===== src/rtl/int_ctrl_pkg.sv =====
// rtl/int_ctrl_pkg.sv - shared register offsets, FSM encoding and codes for int_ctrl
//
// Purpose : constants shared by int_ctrl and int_prio_enc.
// Contents: register byte offsets, FSM state encoding, "no interrupt" code,
//           decoded register-operation bundle type.
package int_ctrl_pkg;

  // Register byte offsets
  localparam logic [7:0] REG_ENABLE  = 8'h0;
  localparam logic [7:0] REG_PENDING = 8'h4;
  localparam logic [7:0] REG_CLAIM   = 8'h8;
  localparam logic [7:0] REG_TRIGGER = 8'hC;

  // FSM state encoding
  localparam logic [1:0] ST_IDLE    = 2'd0;
  localparam logic [1:0] ST_REQ     = 2'd1;
  localparam logic [1:0] ST_SERVICE = 2'd2;

  // Request code meaning "no interrupt"; real codes are source index + 1
  localparam logic [7:0] CODE_NONE = 8'd0;

  // Decoded register operations for one cycle
  typedef struct packed {
    logic wr_enable;
    logic wr_pending;
    logic wr_trigger;
    logic claim;
    logic complete;
  } reg_ops_t;

endpackage


===== src/rtl/int_prio_enc.sv =====
// rtl/int_prio_enc.sv - fixed-priority encoder, lowest index wins
//
// Purpose : combinational NUM_SRC-to-code encoder; code = index + 1.
// Ports   : i_req   [NUM_SRC] request vector (pending & enable)
//           o_code  [8]       winning code, CODE_NONE when no request
//           o_valid           any request present
module int_prio_enc
  import int_ctrl_pkg::*;
#(
  parameter int NUM_SRC = 8
) (
  input  logic [NUM_SRC-1:0] i_req,
  output logic [7:0]         o_code,
  output logic               o_valid
);

  // Scan from the top down so the lowest set index is the last to assign.
  always_comb begin
    o_code  = CODE_NONE;
    o_valid = 1'b0;
    for (int i = NUM_SRC - 1; i >= 0; i--) begin
      if (i_req[i]) begin
        o_code  = 8'(i + 1);
        o_valid = 1'b1;
      end
    end
  end

endmodule


===== src/rtl/int_ctrl.sv =====
// rtl/int_ctrl.sv - interrupt controller with claim/complete handshake
//
// Purpose : synchronizes NUM_SRC peripheral requests, keeps pending/enable
//           state, arbitrates by fixed priority and forwards one request at a
//           time to the CSR file via an IDLE/REQ/SERVICE handshake.
// Config  : define INT_CTRL_EDGE_EN to enable the RW trigger-type register
//           (0xC) and per-source edge detection; otherwise all sources are
//           level-triggered and 0xC reads 0.
// Ports   : clk                 core clock, rising edge
//           rst                 asynchronous active-low reset
//           irq_src [NUM_SRC]   raw requests, asynchronous to clk
//           reg_addr [ADDR_W]   register byte offset
//           reg_wdata [32]      write data
//           reg_we / reg_re     single-cycle write / read strobes
//           reg_rdata [32]      registered read data, valid cycle after reg_re
//           peripheral_int      interrupt request to the CSR file
//           peripheral_int_code request code (index + 1), 0 = none
module int_ctrl
  import int_ctrl_pkg::*;
#(
  parameter int NUM_SRC = 8,
  parameter int ADDR_W  = 4
) (
  input  logic               clk,
  input  logic               rst,
  input  logic [NUM_SRC-1:0] irq_src,
  input  logic [ADDR_W-1:0]  reg_addr,
  input  logic [31:0]        reg_wdata,
  input  logic               reg_we,
  input  logic               reg_re,
  output logic [31:0]        reg_rdata,
  output logic               peripheral_int,
  output logic [7:0]         peripheral_int_code
);

  logic [NUM_SRC-1:0] r_sync1;
  logic [NUM_SRC-1:0] r_sync2;
  logic [NUM_SRC-1:0] r_en;
  logic [NUM_SRC-1:0] r_pend;
  logic [1:0]         r_state;
  logic               r_int;
  logic [7:0]         r_code;
  logic [7:0]         r_is_code;
  logic [31:0]        r_rdata;

  logic [NUM_SRC-1:0] w_trig;
  logic [NUM_SRC-1:0] w_rise;
  logic [NUM_SRC-1:0] w_is_mask;
  logic [NUM_SRC-1:0] w_claim_mask;
  logic [NUM_SRC-1:0] w_pend_nxt;
  logic [7:0]         w_win_code;
  logic               w_win_valid;
  logic [31:0]        w_rd_nxt;
  reg_ops_t           w_ops;
  logic               w_unused;

  // Only the low bits of write data carry meaning.
  assign w_unused = ^reg_wdata;

  always_comb begin
    w_ops            = '0;
    w_ops.wr_enable  = reg_we && (reg_addr == ADDR_W'(REG_ENABLE));
    w_ops.wr_pending = reg_we && (reg_addr == ADDR_W'(REG_PENDING));
    w_ops.wr_trigger = reg_we && (reg_addr == ADDR_W'(REG_TRIGGER));
    // Claim only has an effect while a request is being offered.
    w_ops.claim      = reg_re && (reg_addr == ADDR_W'(REG_CLAIM)) && (r_state == ST_REQ);
    // Complete must name the in-service code; anything else is dropped.
    w_ops.complete   = reg_we && (reg_addr == ADDR_W'(REG_CLAIM)) && (r_state == ST_SERVICE)
                       && (reg_wdata[7:0] == r_is_code);
  end

`ifdef INT_CTRL_EDGE_EN
  logic [NUM_SRC-1:0] r_trig;
  logic [NUM_SRC-1:0] r_sync_d;

  always_ff @(posedge clk or negedge rst) begin
    if (!rst) begin
      r_trig   <= '0;
      r_sync_d <= '0;
    end else begin
      r_sync_d <= r_sync2;
      if (w_ops.wr_trigger) r_trig <= reg_wdata[NUM_SRC-1:0];
    end
  end

  assign w_trig = r_trig;
  assign w_rise = r_sync2 & ~r_sync_d;
`else
  assign w_trig = '0;
  assign w_rise = '0;
`endif

  // One-hot views of the in-service code and of the code being claimed.
  always_comb begin
    w_is_mask    = '0;
    w_claim_mask = '0;
    for (int i = 0; i < NUM_SRC; i++) begin
      w_is_mask[i]    = (r_is_code == 8'(i + 1));
      w_claim_mask[i] = (r_code == 8'(i + 1));
    end
  end

  // In-service sources are masked so they cannot re-pend before completion;
  // a claim clears its bit even if the source is re-sampled high that edge.
  always_comb begin
    w_pend_nxt = r_pend;
    for (int i = 0; i < NUM_SRC; i++) begin
      if (w_trig[i]) begin
        if (w_rise[i] && !w_is_mask[i])        w_pend_nxt[i] = 1'b1;
        if (w_ops.wr_pending && reg_wdata[i])  w_pend_nxt[i] = 1'b0;
      end else begin
        w_pend_nxt[i] = r_sync2[i] & ~w_is_mask[i];
      end
      if (w_ops.claim && w_claim_mask[i]) w_pend_nxt[i] = 1'b0;
    end
  end

  int_prio_enc #(
    .NUM_SRC (NUM_SRC)
  ) u_prio_enc (
    .i_req   (r_pend & r_en),
    .o_code  (w_win_code),
    .o_valid (w_win_valid)
  );

  // Read mux sees pre-write register values, so a same-cycle write/read
  // returns the old contents.
  always_comb begin
    w_rd_nxt = '0;
    if (reg_addr == ADDR_W'(REG_ENABLE))       w_rd_nxt = 32'(r_en);
    else if (reg_addr == ADDR_W'(REG_PENDING)) w_rd_nxt = 32'(r_pend);
    else if (reg_addr == ADDR_W'(REG_CLAIM))   w_rd_nxt = (r_state == ST_REQ) ? 32'(r_code) : 32'd0;
    else if (reg_addr == ADDR_W'(REG_TRIGGER)) w_rd_nxt = 32'(w_trig);
  end

  always_ff @(posedge clk or negedge rst) begin
    if (!rst) begin
      r_sync1 <= '0;
      r_sync2 <= '0;
      r_en    <= '0;
      r_pend  <= '0;
      r_rdata <= '0;
    end else begin
      r_sync1 <= irq_src;
      r_sync2 <= r_sync1;
      r_pend  <= w_pend_nxt;
      if (w_ops.wr_enable) r_en <= reg_wdata[NUM_SRC-1:0];
      if (reg_re) r_rdata <= w_rd_nxt;
    end
  end

  always_ff @(posedge clk or negedge rst) begin
    if (!rst) begin
      r_state   <= ST_IDLE;
      r_int     <= 1'b0;
      r_code    <= CODE_NONE;
      r_is_code <= CODE_NONE;
    end else begin
      case (r_state)
        ST_IDLE: begin
          if (w_win_valid) begin
            r_state <= ST_REQ;
            r_int   <= 1'b1;
            r_code  <= w_win_code;
          end
        end
        ST_REQ: begin
          if (w_ops.claim) begin
            r_state   <= ST_SERVICE;
            r_int     <= 1'b0;
            r_code    <= CODE_NONE;
            r_is_code <= r_code;
          end else if (w_win_valid) begin
            r_code <= w_win_code;
          end else begin
            r_state <= ST_IDLE;
            r_int   <= 1'b0;
            r_code  <= CODE_NONE;
          end
        end
        ST_SERVICE: begin
          if (w_ops.complete) begin
            r_state   <= ST_IDLE;
            r_is_code <= CODE_NONE;
          end
        end
        default: begin
          r_state   <= ST_IDLE;
          r_int     <= 1'b0;
          r_code    <= CODE_NONE;
          r_is_code <= CODE_NONE;
        end
      endcase
    end
  end

  assign reg_rdata           = r_rdata;
  assign peripheral_int      = r_int;
  assign peripheral_int_code = r_code;

endmodule


===== config.mk =====
export PLATFORM = sky130hd
export DESIGN_NAME = int_ctrl
export DESIGN_NICKNAME = d
export VERILOG_FILES = /design/src/rtl/int_ctrl_pkg.sv /design/src/rtl/int_prio_enc.sv /design/src/rtl/int_ctrl.sv
export SDC_FILE = /design/constraint.sdc
export NUM_CORES = 1
export LEC_CHECK = 0
export ABC_CLOCK_PERIOD_IN_PS = 1800
export CAP_MARGIN = 5
export CORE_MARGIN = 1.5
export CORE_UTILIZATION = 44
export DETAILED_ROUTE_END_ITERATION = 6
export MAX_ROUTING_LAYER = met4
export PLACE_DENSITY = 0.79
export SLEW_MARGIN = 20
export SYNTH_ARGS = -nofsm -noshare
export SYNTH_HDL_FRONTEND = slang
export SYNTH_SLANG_ARGS = --single-unit

===== constraint.sdc =====
create_clock -name clk -period 1.8 [get_ports clk]
set_clock_uncertainty 0.05 [all_clocks]
set_input_delay 0.18 -clock clk [delete_from_list [all_inputs] [get_ports clk]]
set_output_delay 0.18 -clock clk [all_outputs]
set_load 0.05 [all_outputs]

Yosys cells after proc, flatten, opt, wreduce, memory -nomap -nowiden

Cells that the tools add are included.

Flip-flop bits (word level): 83
Output and inout bits: 41
Word-level logic and storage cells: 117
Input bits: 48

Muxes and demuxes: 44
Reduce and logical (&&, ||, !) cells: 20
Bitwise logic cells: 19
Equality and inequality tests: 25

Operators with widths:

| kind                                                                   | number |
|---|---|
| 8-bit 2-to-1 mux                                                       | 9 |
| 8-bit by 3-bit equality test with 1-bit output (second input constant) | 8 |
| 8-bit case mux with 3 select lines                                     | 2 |
| 8-bit by 2-bit equality test with 1-bit output (second input constant) | 4 |
| 4-bit 2-to-1 mux                                                       | 8 |
| 1-bit 2-to-1 mux                                                       | 19 |
| 8-bit by 1-bit equality test with 1-bit output (second input constant) | 2 |
| 8-bit by 4-bit equality test with 1-bit output (second input constant) | 2 |
| 1-bit logical AND                                                      | 14 |
| 1-bit NOT                                                              | 10 |
| 3-bit AND reduction                                                    | 3 |
| 1-bit bitwise AND                                                      | 8 |
| 8-bit bitwise AND                                                      | 1 |
| 8-bit equality test                                                    | 1 |
| 2-bit 2-to-1 mux                                                       | 4 |
| 2-bit case mux with 3 select lines                                     | 1 |
| 4-bit by 3-bit equality test with 1-bit output (second input constant) | 1 |
| 4-bit equality test (second input constant)                            | 1 |
| 4-bit logical NOT                                                      | 1 |
| 2-bit inequality test (second input constant)                          | 2 |
| 3-bit inequality test (second input constant)                          | 1 |
| 1-bit case mux with 3 select lines                                     | 1 |
| 2-bit by 1-bit equality test with 1-bit output (second input constant) | 1 |
| 2-bit equality test (second input constant)                            | 1 |
| 3 further kinds                                                        | 3 |

Depth between registers and ports, before layout

Gate-level depths: netlist of the first run.

Depth after elaboration: 12
Gate-level depth with buffers: 6
Mapped depth without buffers: 5

Modules after synthesis

Synthesis of the first run repeated with hierarchy kept, for this count alone.

Cell total of the unflattened synthesis: 260
Area total of the unflattened synthesis: 2850.2 um^2

Modules (own cells, without submodules):

| module       | instances | cells each | seq. area each (um^2) | area an instance (um^2) |
|---|---|---|---|---|
| int_ctrl     | 1         | 241        | 1476.4                | 2727.6 |
| int_prio_enc | 1         | 19         | 0.0                   | 122.6 |

Worst setup path before layout of the first run

Ideal clock, no wire load.

Path type: register -> register
From: register r_en[4]
To: register r_code[3], in the netlist peripheral_int_code[3]
Library setup time: 0.110 ns
Slack: 0.374 ns
Required time: 1.640 ns
Period minus slack after synthesis: 1.426 ns
Path buffers: 0
Arrival: 1.265 ns
Stages on the path, launching flop included: 5
Cell sequence: dfrtp_1 -> a22oi_1 -> a41oi_1 -> or3b_2 -> o41ai_1

Cells in the longest elaborated chain, start to end: 9
Elaborated cells between the ends (all ways): 17
Those cells by class: eq/ne (1); mux (14); bitwise (1); reduce/logical (1)

Ends and longest elaborated chain:

| what                                                               | line               | source |
|---|---|---|
| from (decl)                                                        | int_ctrl.sv:38     | `logic [NUM_SRC-1:0] r_en;` |
| from (signal assigned)                                             | int_ctrl.sv:147    | `if (w_ops.wr_enable) r_en <= reg_wdata[NUM_SRC-1:0];` |
| 8-bit bitwise AND *                                                | int_ctrl.sv:121    | `.i_req (r_pend & r_en),` |
| 4-bit 2-to-1 mux or 1-bit 2-to-1 mux (tied branches) (5 in series) | int_prio_enc.sv:22 | `if (i_req[i]) begin` |
| 8-bit 2-to-1 mux                                                   | int_ctrl.sv:173    | `end else if (w_win_valid) begin` |
| 8-bit 2-to-1 mux                                                   | int_ctrl.sv:168    | `if (w_ops.claim) begin` |
| 8-bit case mux with 3 select lines                                 | int_ctrl.sv:159    | `case (r_state)` |
| to (signal assigned)                                               | int_ctrl.sv:164    | `r_code <= w_win_code;` |
| to (signal assigned)                                               | int_ctrl.sv:174    | `r_code <= w_win_code;` |
| to (decl)                                                          | int_ctrl.sv:42     | `logic [7:0] r_code;` |

Every way passes the cells marked *; elsewhere a longest branch is shown, timed or not. The select of a mux whose other input is x is not followed.
A chain may end at the register's enable or synchronous reset.

Worst setup path after layout of the first run

From: register r_rdata[7], in the netlist reg_rdata[7]
To: output reg_rdata[7]

RTL lines:

| what                   | line            | source |
|---|---|---|
| from (decl)            | int_ctrl.sv:44  | `logic [31:0] r_rdata;` |
| from (signal assigned) | int_ctrl.sv:148 | `if (reg_re) r_rdata <= w_rd_nxt;` |
| to (decl)              | int_ctrl.sv:31  | `output logic [31:0] reg_rdata,` |

No word-level cell between the ends.

==> flow_metrics.tcl, run 1 <==
set metrics [dict create \
    syn_inst 221 \
    fin_total_pwr_w 0.003186 \
    drc 0 \
    drt_iter0_drc 98 \
    synth_compound_area_share_pct 13.55 \
    min_period_ps 1702 \
    clock-sinks 51 \
    synth_adder_area_share_pct 0 \
    synthSimpleGateAreaFrac_pct 13.71 \
    ys_ff_latch 51 \
    pwr_density_cell_nw_per_um2 1097 \
    start_util_pct 46.70 \
    ys_seq_area_share_pct 52.17 \
    grt_overflow 0 \
    die_h_um 77.56 \
    criticalPathCategory "reg2out" \
    r2r_slack_ps 120 \
    slew_violations 0 \
    die-area_um2 6016 \
    grt_pass1_wl_um 7679 \
    power_frac_seq_pct 49.5 \
    leakage_nw 1.303 \
    cp.arrival_ps 1470 \
    syn_area_um2 2446 \
    power_frac_clock_pct 19.6 \
    switching_share_pct 38.61 \
    synth_top_family_by_area "simple AND/OR/NAND/NOR gates" \
    vias 1687 \
    cts_resized 0 \
    pwr-share-comb_pct 30.9 \
    p_sw_w 0.001230 \
    syn_avg_cell_area_um2 11.07 \
    cts_root_buf "clkbuf_8" \
    wl_per_cell_um 13.80 \
    grt_max_degree 52 \
    post-cts-setup-buffers 0 \
    hold_class "in2reg" \
    place_area_um2 2813 \
    critPathTopFamily "buffers and inverters" \
    muxShareOfSynthArea_pct 7.161 \
    cp_num_buf_inv 1 \
    yosys_warnings 0 \
    setup.worst_path.start "reg_rdata[7]" \
    cap_viol_max_count 0 \
    post_route_cells_drive_above_1_share_pct 16.48 \
    cts_tree "yes" \
    rsz0062_at_grt "no" \
    cts_inserted_buffers 5 \
    outcome "finished, final reports clean" \
    die_w_um 77.56 \
    tightestPinTransition_ps 612.4 \
    syn_to_final_growth_pct 18.72 \
    fin_tns_setup_ps 0 \
    totalWireLength_um 4649 \
    min_period_over_period_pct 94.56 \
    antenna_cells 0 \
    cp_slowest_stage_delay_ps 810 \
    crit_path_start_kind "flip-flop" \
    rows 26 \
    port_buffers 36 \
    holdBufCountCts 1 \
    vdd_drop_max_mv 0.6156 \
    place_congestion 0.8919 \
    core_region_area_um2 5238 \
    fillers 477 \
    vias_per_cell 5.006 \
    cts_htree_levels 2 \
    antenna_found_initial 0 \
    timing.fmax_mhz 587.5 \
    synth.most_common_cell "dfrtp_1" \
    final_area_um2 2904 \
    p_int_w 0.001956 \
    synth-async-reset-ratio_pct 100.0 \
    clock_latency_ps 310 \
    yosys.area.top_type "dfrtp_1" \
    grt_use_total_pct 17.16 \
    synth_commonest_cells "dfrtp_1 (51), buf_4 (28), o21ai_0 (18)" \
    path_clk_slew_ps 90 \
    grt_pass1_vias 1649 \
    cp_slowest_cell "clkdlybuf4s50_1" \
    worst-path-max-fanout 2 \
    cp.required_ps 1570 \
    dp.cells 328 \
    place_hpwl_um 3434 \
    synthXorXnorAreaFrac_pct 1.432 \
    max_slew_margin_pct 59.17 \
    ys.flop_type "dfrtp_1" \
    clk_path_buf_depth 2 \
    drt_first_pass_iters 4 \
    ys_top_cells_by_area "dfrtp_1 (52%), buf_4 (8.6%), mux2_2 (5.5%)" \
    cp-end-kind "output port" \
    hold_viol 0 \
    path_cells "clkdlybuf4s50_1" \
    nets 314 \
    setup_violations 0 \
    postRouteAntennaNets 0 \
    hold_start "irq_src[7]" \
    io_pins 89 \
    hold_slack_ps 253.0 \
    synth_edf_count 0 \
    stdcell_count 337 \
    crit-reg2reg-launch "r_en[4]" \
    ys_types 46 \
    synth.top_cell.area_share_pct 52.17 \
]
-- placed cells by master, fill, tap and decap left out, types with 2 or more instances in the layout --
cell type / instances
xor2_1: 3
nand2b_1: 8
dfrtp_1: 51
o211ai_1: 5
a31oi_1: 5
and2_1: 2
nand2_1: 10
buf_4: 16
o41ai_1: 2
mux2i_1: 4
conb_1: 28
o2bb2ai_1: 4
nand3_1: 8
clkbuf_8: 5
o21ai_0: 18
a21oi_1: 4
clkdlybuf4s50_1: 30
nor2_1: 5
clkbuf_1: 2
inv_1: 11
mux2_2: 12
a22oi_1: 4
a22o_1: 4
-- sequential cells by signal, summed over array words and instances, names as in the netlist, 2 cells and up --
register and count:
r_en 8, r_state 2, reg_rdata 8, r_sync1 8, r_pend 8, r_is_code 4
peripheral_int_code 4, r_sync2 8
-- layout make-up --
| type | count | area [µm²] | area share [%] |
|---|---|---|---|
| clock buffers | 7 | 76.32 | 2.628 |
| flip-flops and latches | 51 | 1276 | 43.95 |
| clock inverters | 1 | 5.005 | 0.1723 |
| multi-input cells | 149 | 982.2 | 33.82 |
| inverters | 11 | 41.29 | 1.422 |
| well taps | 70 | 87.58 | 3.016 |
| repair buffers | 48 | 435.4 | 14.99 |
-- cell families (layout without fill, tap and decap cells) --
logic type | after synthesis | in the layout
AND/OR/NAND/NOR | 51 | 51
XOR/XNOR | 4 | 4
buffers and inverters | 48 | 67
AO/OA/AOI/OAI | 50 | 50
multiplexers | 16 | 16
flip-flops | 51 | 51
other | 1 | 28
-- routing by layer --
layer  track usage (%)  share of wire (%)  vias up
li1                  -                  -      814
met2             27.63                 50       61
met1             20.27                 43      803
met5                 -                  0        -
met3             4.471                4.8        9
met4             7.636                1.7        0
-- final timing paths --
check / depth (start not counted) / end
hold / removal: 1 / r_sync1[7]
hold reg to reg: 0 / r_sync2[1]
setup / recovery: 1 / reg_rdata[7]
setup reg to reg: 4 / peripheral_int_code[3]
max in group asynchronous: 3 / r_sync1[3]
min in group asynchronous: 3 / r_sync1[6]
-- metrics by stage --
stage,setup slack [ps],util [%]
2_1_floorplan,374.5,-
3_3_place_gp,-126.9,53.70
3_5_place_dp,-129.5,53.70
4_1_cts,82.04,55.45
5_1_grt,24.55,55.45
6_report,97.91,55.45
-- power groups by stage --
stage	registers, W	clock network [W]	logic (W)
after floorplan	0.00164	0	0.000655
after global placement	0.00158	0	0.000960
after detailed placement	0.00160	0	0.000978
after CTS	0.00157	0.000648	0.000986
after global routing	0.00161	0.000701	0.00106
final	0.00158	0.000625	0.000983
No activity file was read; power rests on OpenSTA's default activity.
==> run 2, diff against run 1 <==
CTS_CLUSTER_SIZE = 10   (was not set)
==> results of run 2 <==
The final DEF is identical to that of run 1; final timing and power are the same.
